[src/rtl/univ_shift_reg.sv]
`default_nettype none
// ============================================================================
// Module   : univ_shift_reg
// Brief    : Universal shift register (load/shift/rotate/arith-shift) with a
//            saturating shift counter and registered drained flag.
// Revision : 1.0 - initial release
// ============================================================================
module univ_shift_reg #(
  parameter int               WIDTH   = 8,
  parameter logic [WIDTH-1:0] RST_VAL = {WIDTH{1'b0}}
) (
  input  logic                         clk,
  input  logic                         rst_n,
  input  logic                         en,
  input  logic                         sync_clr,
  input  logic [2:0]                   mode,
  input  logic [WIDTH-1:0]             d,
  input  logic                         si_l,
  input  logic                         si_r,
  output logic [WIDTH-1:0]             q,
  output logic [$clog2(WIDTH+1)-1:0]   cnt,
  output logic                         drained
);

  localparam int c_cnt_w = $clog2(WIDTH+1);
  localparam logic [c_cnt_w-1:0] c_cnt_max = c_cnt_w'(WIDTH);

  localparam logic [2:0] c_mode_hold = 3'b000;
  localparam logic [2:0] c_mode_load = 3'b001;
  localparam logic [2:0] c_mode_shl  = 3'b010;
  localparam logic [2:0] c_mode_shr  = 3'b011;
  localparam logic [2:0] c_mode_rotl = 3'b100;
  localparam logic [2:0] c_mode_rotr = 3'b101;
  localparam logic [2:0] c_mode_ashr = 3'b110;
  localparam logic [2:0] c_mode_clr  = 3'b111;

  logic [WIDTH-1:0]   r_q;
  logic [c_cnt_w-1:0] r_cnt;
  logic               r_drained;

  logic [WIDTH-1:0]   w_q_next;
  logic [c_cnt_w-1:0] w_cnt_next;
  logic [c_cnt_w-1:0] w_cnt_sat;
  logic               w_drained_next;

  // Shift count stops at WIDTH instead of wrapping.
  assign w_cnt_sat = (r_cnt == c_cnt_max) ? r_cnt : r_cnt + 1'b1;

  always_comb begin
    w_q_next   = r_q;
    w_cnt_next = r_cnt;
    if (sync_clr) begin
      w_q_next   = RST_VAL;
      w_cnt_next = '0;
    end else if (en) begin
      case (mode)
        c_mode_load: begin
          w_q_next   = d;
          w_cnt_next = '0;
        end
        c_mode_shl: begin
          w_q_next   = {r_q[WIDTH-2:0], si_l};
          w_cnt_next = w_cnt_sat;
        end
        c_mode_shr: begin
          w_q_next   = {si_r, r_q[WIDTH-1:1]};
          w_cnt_next = w_cnt_sat;
        end
        c_mode_rotl: w_q_next = {r_q[WIDTH-2:0], r_q[WIDTH-1]};
        c_mode_rotr: w_q_next = {r_q[0], r_q[WIDTH-1:1]};
        c_mode_ashr: begin
          w_q_next   = {r_q[WIDTH-1], r_q[WIDTH-1:1]};
          w_cnt_next = w_cnt_sat;
        end
        c_mode_clr: begin
          w_q_next   = RST_VAL;
          w_cnt_next = '0;
        end
        c_mode_hold: begin
          w_q_next   = r_q;
          w_cnt_next = r_cnt;
        end
        default: begin
          w_q_next   = r_q;
          w_cnt_next = r_cnt;
        end
      endcase
    end
  end

  // Derived from the next count so drained moves on the same edge as cnt.
  assign w_drained_next = (w_cnt_next == c_cnt_max);

  always_ff @(posedge clk or negedge rst_n) begin
    if (!rst_n) begin
      r_q       <= RST_VAL;
      r_cnt     <= '0;
      r_drained <= 1'b0;
    end else begin
      r_q       <= w_q_next;
      r_cnt     <= w_cnt_next;
      r_drained <= w_drained_next;
    end
  end

  assign q       = r_q;
  assign cnt     = r_cnt;
  assign drained = r_drained;

endmodule
`default_nettype wire

[config.mk]
export PLATFORM = sky130hd
export DESIGN_NAME = univ_shift_reg
export DESIGN_NICKNAME = d
export VERILOG_FILES = /design/src/rtl/univ_shift_reg.sv
export SDC_FILE = /design/constraint.sdc
export NUM_CORES = 1
export LEC_CHECK = 0
export ABC_AREA = 1
export ABC_CLOCK_PERIOD_IN_PS = 1200
export BUFFER_PORTS_ARGS = -buffer_cell sky130_fd_sc_hd__buf_2
export CAP_MARGIN = 20
export CORE_AREA = 2 2 52 50
export DETAILED_ROUTE_END_ITERATION = 8
export DIE_AREA = 0 0 54 52
export GPL_TIMING_DRIVEN = 0
export PLACE_DENSITY = 0.72
export SLEW_MARGIN = 5
export SYNTH_ARGS = -nofsm -noshare
export SYNTH_HDL_FRONTEND = slang
export SYNTH_SLANG_ARGS = --single-unit
[constraint.sdc]
create_clock -name clk -period 1.2 [get_ports clk]
set_input_delay 0.18 -clock clk [delete_from_list [all_inputs] [get_ports clk]]
set_output_delay 0.18 -clock clk [all_outputs]
set_load 0.01 [all_outputs]
Word-level counts from Yosys, hierarchy flattened
Index checks and enable logic that the tools add are counted.
{"block": "word_totals", "reg_bits": 13, "ramBits": 0, "inputBits": 17, "elab_cells": 29, "mem_bits_ro": 0, "mem_count": 0, "latch_bits": 0}
{"block": "op_classes", "muxes": 7, "shifts": 0, "eq_ne": 11, "n_mul": 0, "reduce_logical": 6, "magnitude_cmp": 0, "add_sub_neg": 1, "div": 0, "bitwise_logic": 0}
{"operator": "8-bit one-hot mux with 7 select lines", "count": 1}
{"operator": "8-bit two-way mux", "count": 2}
{"operator": "3-bit == test, second input constant", "count": 4}
{"operator": "4-bit two-way mux", "count": 3}
{"operator": "4-bit == test, second input constant", "count": 2}
{"operator": "4-bit one-hot mux with 2 select lines", "count": 1}
{"operator": "3-bit by 2-bit == test with 1-bit output, second input constant", "count": 2}
{"operator": "4-bit by 1-bit adder with 4-bit output, second input constant", "count": 1}
{"operator": "2-bit != test, second input constant", "count": 2}
{"operator": "3-bit by 1-bit == test with 1-bit output, second input constant", "count": 1}
{"operator": "3-bit logical NOT", "count": 1}
{"operator": "3-bit AND reduction", "count": 1}
{"operator": "3-bit OR reduction", "count": 1}
{"operator": "2-bit AND reduction", "count": 1}
{"operator": "2-bit nonzero test", "count": 1}
{"operator": "2-bit OR reduction", "count": 1}

Depth between registers and ports, before layout
Gate-level depths: netlist (run 1).
{"block": "depth", "ltp_word": 6, "depth_mapped": 9, "depth_no_buf": 9}

Least setup slack after synthesis (run 1)
No wires, ideal clock.
{"block": "synth_timing", "path_kind": "register to register", "start": "reg r_cnt[0] (netlist: cnt[0])", "end": "reg r_drained (netlist: drained)", "n_path_buf": 0, "stages_incl_launch_ff": 9, "setup_slack_ps": -22, "arrival_ps": 1107, "cell_sequence": "dfrtp_1 -> inv_1 -> ha_1 -> nand3_1 -> nand3_1 -> nand2_1 -> nand3_1 -> nand2_1 -> nor2_1"}
{"block": "synth_between", "elab_chain_len": 6, "elab_cells_between_ends": 7, "classes_between": "add/sub (1); eq/ne (2); mux (4)"}
{"element": "start, declared", "line_no": "38", "rtl": "logic [c_cnt_w-1:0] r_cnt;"}
{"element": "start signal, assigned", "line_no": "101", "rtl": "r_cnt <= w_cnt_next;"}
{"element": "4-bit by 1-bit adder with 4-bit output / 4-bit == test (equally long branches)", "line_no": "47", "rtl": "assign w_cnt_sat = (r_cnt == c_cnt_max) ? r_cnt : r_cnt + 1'b1;"}
{"element": "4-bit two-way mux", "line_no": "47"}
{"element": "4-bit one-hot mux with 2 select lines", "line_no": "56", "rtl": "case (mode)"}
{"element": "4-bit two-way mux *", "line_no": "55", "rtl": "end else if (en) begin"}
{"element": "4-bit two-way mux *", "line_no": "52", "rtl": "if (sync_clr) begin"}
{"element": "4-bit == test *", "line_no": "92", "rtl": "assign w_drained_next = (w_cnt_next == c_cnt_max);"}
{"element": "via w_drained_next", "line_no": "44", "rtl": "logic w_drained_next;"}
{"element": "end signal, assigned", "line_no": "102", "rtl": "r_drained <= w_drained_next;"}
{"element": "end, declared", "line_no": "39", "rtl": "logic r_drained;"}
Mark *: on every way through the listed nets, which the timed path passes. The rest lies on a longest branch.
A chain may end at the register's enable or synchronous reset.

Worst setup path after layout (run 1)
{"block": "layout_timing", "start": "reg r_cnt[1] (netlist: cnt[1])", "end": "reg r_drained (netlist: drained)"}
The elaborated chain is that of the path after synthesis.

==> results of run 1 <==
[logic make-up after synthesis]
logic type / count (synthesis) / share of synthesized area [%]
adders and majority gates: 2 / 2.58
DFF: 13 / 33.5
buffers and inverters: 19 / 9.02
and+or+nand+nor: 108 / 52.2
AOI/OAI and AO/OA: 2 / 2.71
[per-layer routing]
layer / GRT usage (%) / wire (µm) / vias to the layer above
li1: - / - / 532
met1: 23.6 / 1000 / 496
met2: 33.9 / 1290 / 29
met3: 6.03 / 140 / 4
met4: 5.00 / 15 / 0
met5: 0 / 0 / -
[cells in the mapped netlist (all sizes together)]
library cell	instances	area, µm²
nand2	56	243
nand3	25	138
nor2	18	70.1
inv	17	68.8
dfrtp	13	325
nand4	8	50.1
buf	2	18.8
ha	2	25.0
a21oi	1	5.00
a31oi	1	21.3
and2	1	6.26
[timing repair]
item,in CTS,in global routing
pin swaps,5,4
resized for setup,8,3
hold buffers,1,0
hold endpoints to repair,13,0
setup buffers,2,1
gates cloned,0,0
setup endpoints to repair,2,3
[worst min-delay path: cells and delay by family]
kind                   cells  cell delay (ps)
AND/OR/NAND/NOR            3              160
buffers and inverters      1              110
[layout by cell type, fill, tap and decap left out]
cell / n
a21oi_1: 1
a31oi_4: 1
and2_1: 1
buf_2: 28
buf_4: 4
buf_6: 1
clkbuf_1: 1
clkbuf_4: 3
dfrtp_1: 11
dfrtp_2: 2
dlygate4sd3_1: 1
ha_1: 1
ha_4: 1
inv_1: 11
inv_2: 4
inv_4: 2
nand2_1: 51
nand2_2: 1
nand2_4: 4
nand3_1: 19
nand3_2: 4
nand3_4: 2
nand4_1: 8
nor2_1: 17
nor2_2: 1
[flip-flops by register name (all words and copies together), names as in the netlist]
signal and flops:
q 8, cnt 4, drained 1
[worst min path at each step]
stage / endpoint / from
2_1_floorplan: cnt[0]$_DFF_PN0_ / rst_n
3_3_place_gp: cnt[2]$_DFF_PN0_ / rst_n
3_5_place_dp: cnt[2]$_DFF_PN0_ / rst_n
4_1_cts: q[7]$_DFFE_PN0P_ / sync_clr
5_1_grt: drained$_DFF_PN0_ / sync_clr
6_report: q[7]$_DFFE_PN0P_ / sync_clr
[final cells by class]
cell class | count | area, µm² | share of cell area (%)
multi-input cells | 112 | 603 | 48.2
well taps | 28 | 35.0 | 2.80
repair buffers | 32 | 173 | 13.8
clock buffers | 4 | 26.3 | 2.10
plain buffers | 2 | 18.8 | 1.50
inverters | 17 | 68.8 | 5.49
flip-flops and latches | 13 | 328 | 26.2
[metrics by stage]
step / util (%) / hold WS [ps] / cells / power [µW]
6_report: 54.5 / 208 / 208 / 1030
5_1_grt: 54.5 / 235 / 208 / 1100
4_1_cts: 53.4 / 205 / 207 / 1030
3_5_place_dp: 49.9 / 84.4 / 200 / 740
3_3_place_gp: 49.9 / 82.9 / 200 / 734
2_1_floorplan: - / -116 / 144 / 643
[power groups by stage]
stage                     clock (µW)  combinational [µW]  sequential [µW]
after global routing             301                 311              486
after CTS                        281                 268              481
after floorplan                    0                 147              496
after detailed placement           0                 250              490
after global placement             0                 245              489
final                            276                 276              483
==> impl_metrics.py, run 1 <==
metrics = {
    "clock_tree": {
        "cts_sinks": 13,
        "cts_buffer_depth": 2,
        "cts-root-buf": "clkbuf_4",
        "clkTransAtPathRegs_ps": 80,
        "numCtsBuffers": 3,
        "clock_latency_ps": 280,
        "cts_tree": "done",
        "cts_max_level": 1,
    },
    "routing": {
        "initialDrtViolationCount": 33,
        "wirelength_um": 2450,
        "post-route-drc-count": 0,
        "drt-vias-per-instance": 5.10,
        "first_pass_iters": 4,
        "wire_per_inst_um": 11.8,
        "vias": 1061,
        "ant_nets": 0,
    },
    "sta": {
        "worst_slew_pin_slew_ps": 474,
        "slew_headroom_pct": 68.2,
        "tns_ps": 0,
        "rsz0062_at_grt": "yes",
        "hold_viol_final": 0,
        "min_period_over_period_pct": 99.9,
        "finalSetupViolations": 0,
        "finalMaxSlewViolations": 0,
        "fmax_mhz": 834,
        "period_needed_ps": 1200,
        "timing.final.ws_setup_ps": 1.11,
        "final.setup_skew_ps": 0.370,
    },
    "yosys": {
        "synthCells": 144,
        "syn_nets": 163,
        "ys_types": 18,
        "synth-seq-cells": 13,
        "netlist_area_um2": 971,
        "yosysWarningCount": 0,
        "syn_avg_cell_area_um2": 6.74,
        "ys_seq_area_share_pct": 33.5,
    },
    "worst_setup_path": {
        "r2r_setup_slack_ps": 1,
        "critPathSlowestCell": "dfrtp_2",
        "rr_endpoint": "drained$_DFF_PN0_",
        "worst-setup-path-type": "register to register",
        "worstPathArrival_ps": 1380,
        "path_cells": "ha_1 -> nand2_1 -> nand3_2 -> nand2_1 -> nand3_2 -> nand2_1 -> nor2_1",
        "critPathBufInv": 0,
        "cp.required_ps": 1380,
        "crit_top_cell": "nand2_1",
        "critical_path_depth": 7,
        "cp-start-kind": "register",
        "crit_end": "drained$_DFF_PN0_",
        "critPathMaxStageDelay_ps": 450,
        "path_max_fanout": 6,
        "r2r_start": "cnt[1]$_DFF_PN0_",
        "cp_top_family": "flip-flops",
        "reg2regPathDepth": 7,
        "cp-end-kind": "register",
        "crit_path_start": "cnt[1]$_DFF_PN0_",
    },
    "place": {
        "placed_area_um2": 1150,
        "dp_hpwl_um": 1760,
        "gp_congestion": 0.788,
        "io_buffers": 28,
        "dp_slack_ps": -74.6,
    },
    "cells_and_area": {
        "area_delta_synth_final_pct": 29.0,
        "final.fill_count": 236,
        "diodes": 0,
        "drive_gt1_share_pct": 32.2,
        "fin_nets": 200,
        "fin_area_um2": 1250,
    },
    "flow_run": {
        "maxCapViolCount": 0,
    },
    "die": {
        "coreArea_um2": 2300,
        "die_y_um": 52,
        "boundaryPins": 30,
        "start_util_pct": 42.3,
        "die_w_um": 54,
        "std_cell_rows": 17,
        "die-area_um2": 2810,
    },
    "status": {
        "status": "finished, final reports clean",
    },
    "min_path": {
        "whs_path_depth": 4,
        "hp-class": "primary input to register",
    },
    "power_and_ir_drop": {
        "ir_drop_uv": 515,
        "combPwrFrac_pct": 26.6,
        "p_leak_uw": 0.000744,
        "p_clk_share_pct": 26.7,
        "p_int_uw": 696,
        "switching_share_pct": 32.7,
        "powerDensity_nw_per_um2": 826,
        "pwr-share-seq_pct": 46.7,
        "power.switching_uw": 338,
    },
    "global_route": {
        "antenna_found_initial": 0,
        "grt_pass1_vias": 954,
        "grt_start_max_net_pins": 14,
        "grt_pass1_wl_um": 4050,
        "grtUsageTotal_pct": 19.7,
        "gr-total-overflow": 0,
    },
}
(Power assumes the default switching activity.)
==> run 2, diff against run 1 <==
--- a/config.mk
+++ b/config.mk
@@ -6,14 +6,14 @@
 export NUM_CORES = 1
 export LEC_CHECK = 0
 export ABC_AREA = 1
-export ABC_CLOCK_PERIOD_IN_PS = 1200
+export ABC_CLOCK_PERIOD_IN_PS = 1400
 export BUFFER_PORTS_ARGS = -buffer_cell sky130_fd_sc_hd__buf_2
 export CAP_MARGIN = 20
-export CORE_AREA = 2 2 52 50
+export CORE_AREA = 2 2 50 47
 export DETAILED_ROUTE_END_ITERATION = 8
-export DIE_AREA = 0 0 54 52
+export DIE_AREA = 0 0 52 49
 export GPL_TIMING_DRIVEN = 0
-export PLACE_DENSITY = 0.72
+export PLACE_DENSITY = 0.76
 export SLEW_MARGIN = 5
 export SYNTH_ARGS = -nofsm -noshare
 export SYNTH_HDL_FRONTEND = slang
==> constraint.sdc (replaced) <==
create_clock -name clk -period 1.4 [get_ports clk]
set_input_delay 0.21 -clock clk [delete_from_list [all_inputs] [get_ports clk]]
set_output_delay 0.21 -clock clk [all_outputs]
set_load 0.01 [all_outputs]
==> impl_metrics.py, run 2 (synthesis results as in run 1) <==
metrics = {
    "die": {
        "boundaryPins": 30,
        "coreArea_um2": 2060,
        "die-area_um2": 2550,
        "die_y_um": 49,
        "std_cell_rows": 16,
        "start_util_pct": 47.1,
        "die_w_um": 52,
    },
    "cells_and_area": {
        "fin_nets": 197,
        "final_common_cell": "nand2_1",
        "final_util_pct": 57.8,
        "fin_area_um2": 1190,
        "area_delta_synth_final_pct": 22.7,
        "final.fill_count": 193,
        "diodes": 0,
        "largest_reg_flops": 8,
        "final_cell_mix": "51 x nand2_1, 28 x buf_2, 22 x nand3_1",
        "drive_gt1_share_pct": 26.6,
    },
    "power_and_ir_drop": {
        "ir_drop_uv": 441,
        "p_int_uw": 586,
        "power.switching_uw": 279,
        "p_leak_uw": 0.000723,
        "pwr-share-seq_pct": 47.7,
        "combPwrFrac_pct": 25.5,
        "power_uw": 866,
        "switching_share_pct": 32.3,
        "powerDensity_nw_per_um2": 727,
        "p_clk_share_pct": 26.8,
    },
    "sta": {
        "rsz0062_at_grt": "no",
        "finalSetupViolations": 0,
        "min_period_over_period_pct": 92.0,
        "final.setup_skew_ps": 12.1,
        "hold_viol_final": 0,
        "tns_ps": 0,
        "fmax_mhz": 776,
        "timing.final.ws_setup_ps": 112,
        "period_needed_ps": 1290,
        "slew_headroom_pct": 67.8,
        "worst_slew_pin_slew_ps": 481,
        "finalMaxSlewViolations": 0,
    },
    "clock_tree": {
        "cts_sinks": 13,
        "cts_max_level": 1,
        "clkTransAtPathRegs_ps": 90,
        "cts_tree": "done",
        "cts_buffer_depth": 2,
        "numCtsBuffers": 3,
        "clock_latency_ps": 280,
        "cts-root-buf": "clkbuf_4",
    },
    "status": {
        "status": "finished, final reports clean",
    },
    "worst_setup_path": {
        "cp-end-kind": "register",
        "worstPathArrival_ps": 1450,
        "r2r_start": "cnt[1]$_DFF_PN0_",
        "cp.required_ps": 1560,
        "path_max_fanout": 6,
        "cp-start-kind": "register",
        "crit_path_start": "cnt[1]$_DFF_PN0_",
        "worst-setup-path-type": "register to register",
    },
    "min_path": {
        "min_from": "sync_clr",
        "hp-class": "primary input to register",
    },
    "routing": {
        "vias": 1030,
        "drt-vias-per-instance": 5.05,
        "first_pass_iters": 5,
        "initialDrtViolationCount": 33,
        "ant_nets": 0,
        "wire_per_inst_um": 11.4,
        "wirelength_um": 2330,
        "post-route-drc-count": 0,
    },
    "place": {
        "gp_congestion": 0.829,
        "io_buffers": 28,
        "dp_hpwl_um": 1780,
        "placed_area_um2": 1140,
        "dp_slack_ps": 96.3,
    },
    "global_route": {
        "grt_pass1_wl_um": 3980,
        "grtUsageTotal_pct": 20.3,
        "grt_pass1_vias": 934,
        "antenna_found_initial": 0,
        "grt_start_max_net_pins": 14,
        "gr-total-overflow": 0,
    },
    "flow_run": {
        "maxCapViolCount": 0,
    },
}
run 2: power by group through the flow:
stage,Sequential (µW),Clock [µW],Combinational [µW]
finish,413,232,221
global route,415,257,249
CTS,412,232,218
detailed placement,419,0,214
global placement,419,0,211
floorplan,425,0,126
run 2: final timing paths:
kind                                     endpoint  depth (start not counted)  slack [ps]
max in group asynchronous        q[6]$_DFFE_PN0P_                          2         810
worst max register to register  drained$_DFF_PN0_                          8         110
worst max-delay path            drained$_DFF_PN0_                          8         110
min in group asynchronous        q[7]$_DFFE_PN0P_                          2         350
worst min register to register   q[5]$_DFFE_PN0P_                          2         540
worst min-delay path             q[7]$_DFFE_PN0P_                          4         240
run 2: layout make-up:
cell class,instances,area [µm²],area share (%)
Buffer,2,18.8,1.58
Clock buffer,4,26.3,2.21
Inverter,17,68.8,5.78
Multi-Input combinational cell,112,568,47.7
Sequential cell,13,325,27.3
Tap cell,27,33.8,2.84
Timing Repair Buffer,29,150,12.6
run 2: stage by stage:
| step | hold slack (ps) | instances |
|---|---|---|
| after global routing | 264 | 204 |
| after detailed placement | 114 | 199 |
| final | 242 | 204 |
| after floorplan | -85.6 | 144 |
| after global placement | 111 | 199 |
| after CTS | 247 | 204 |
run 2: repair_timing:
item,4_1_cts,5_1_grt
endpoints found under the setup margin,0,1
gates resized for setup,0,2
buffers inserted,0,0
hold endpoints to repair,13,0
hold buffers,1,0
run 2: critical path: stages, from the launching register on:
cell and delay [ps]:
dfrtp_1 450, inv_1 80, ha_1 190, nand3_2 90, nand3_1 80, nand2_1 60, nand3_1 100, nand2_1 90
nor2_1 40
run 2: per-layer routing:
metal	vias up	track usage, %	share of wire [%]
li1	529	-	-
met1	467	26.3	46
met2	27	34.6	47
met3	7	3.07	5.0
met4	0	5.26	1.5
met5	-	0	0
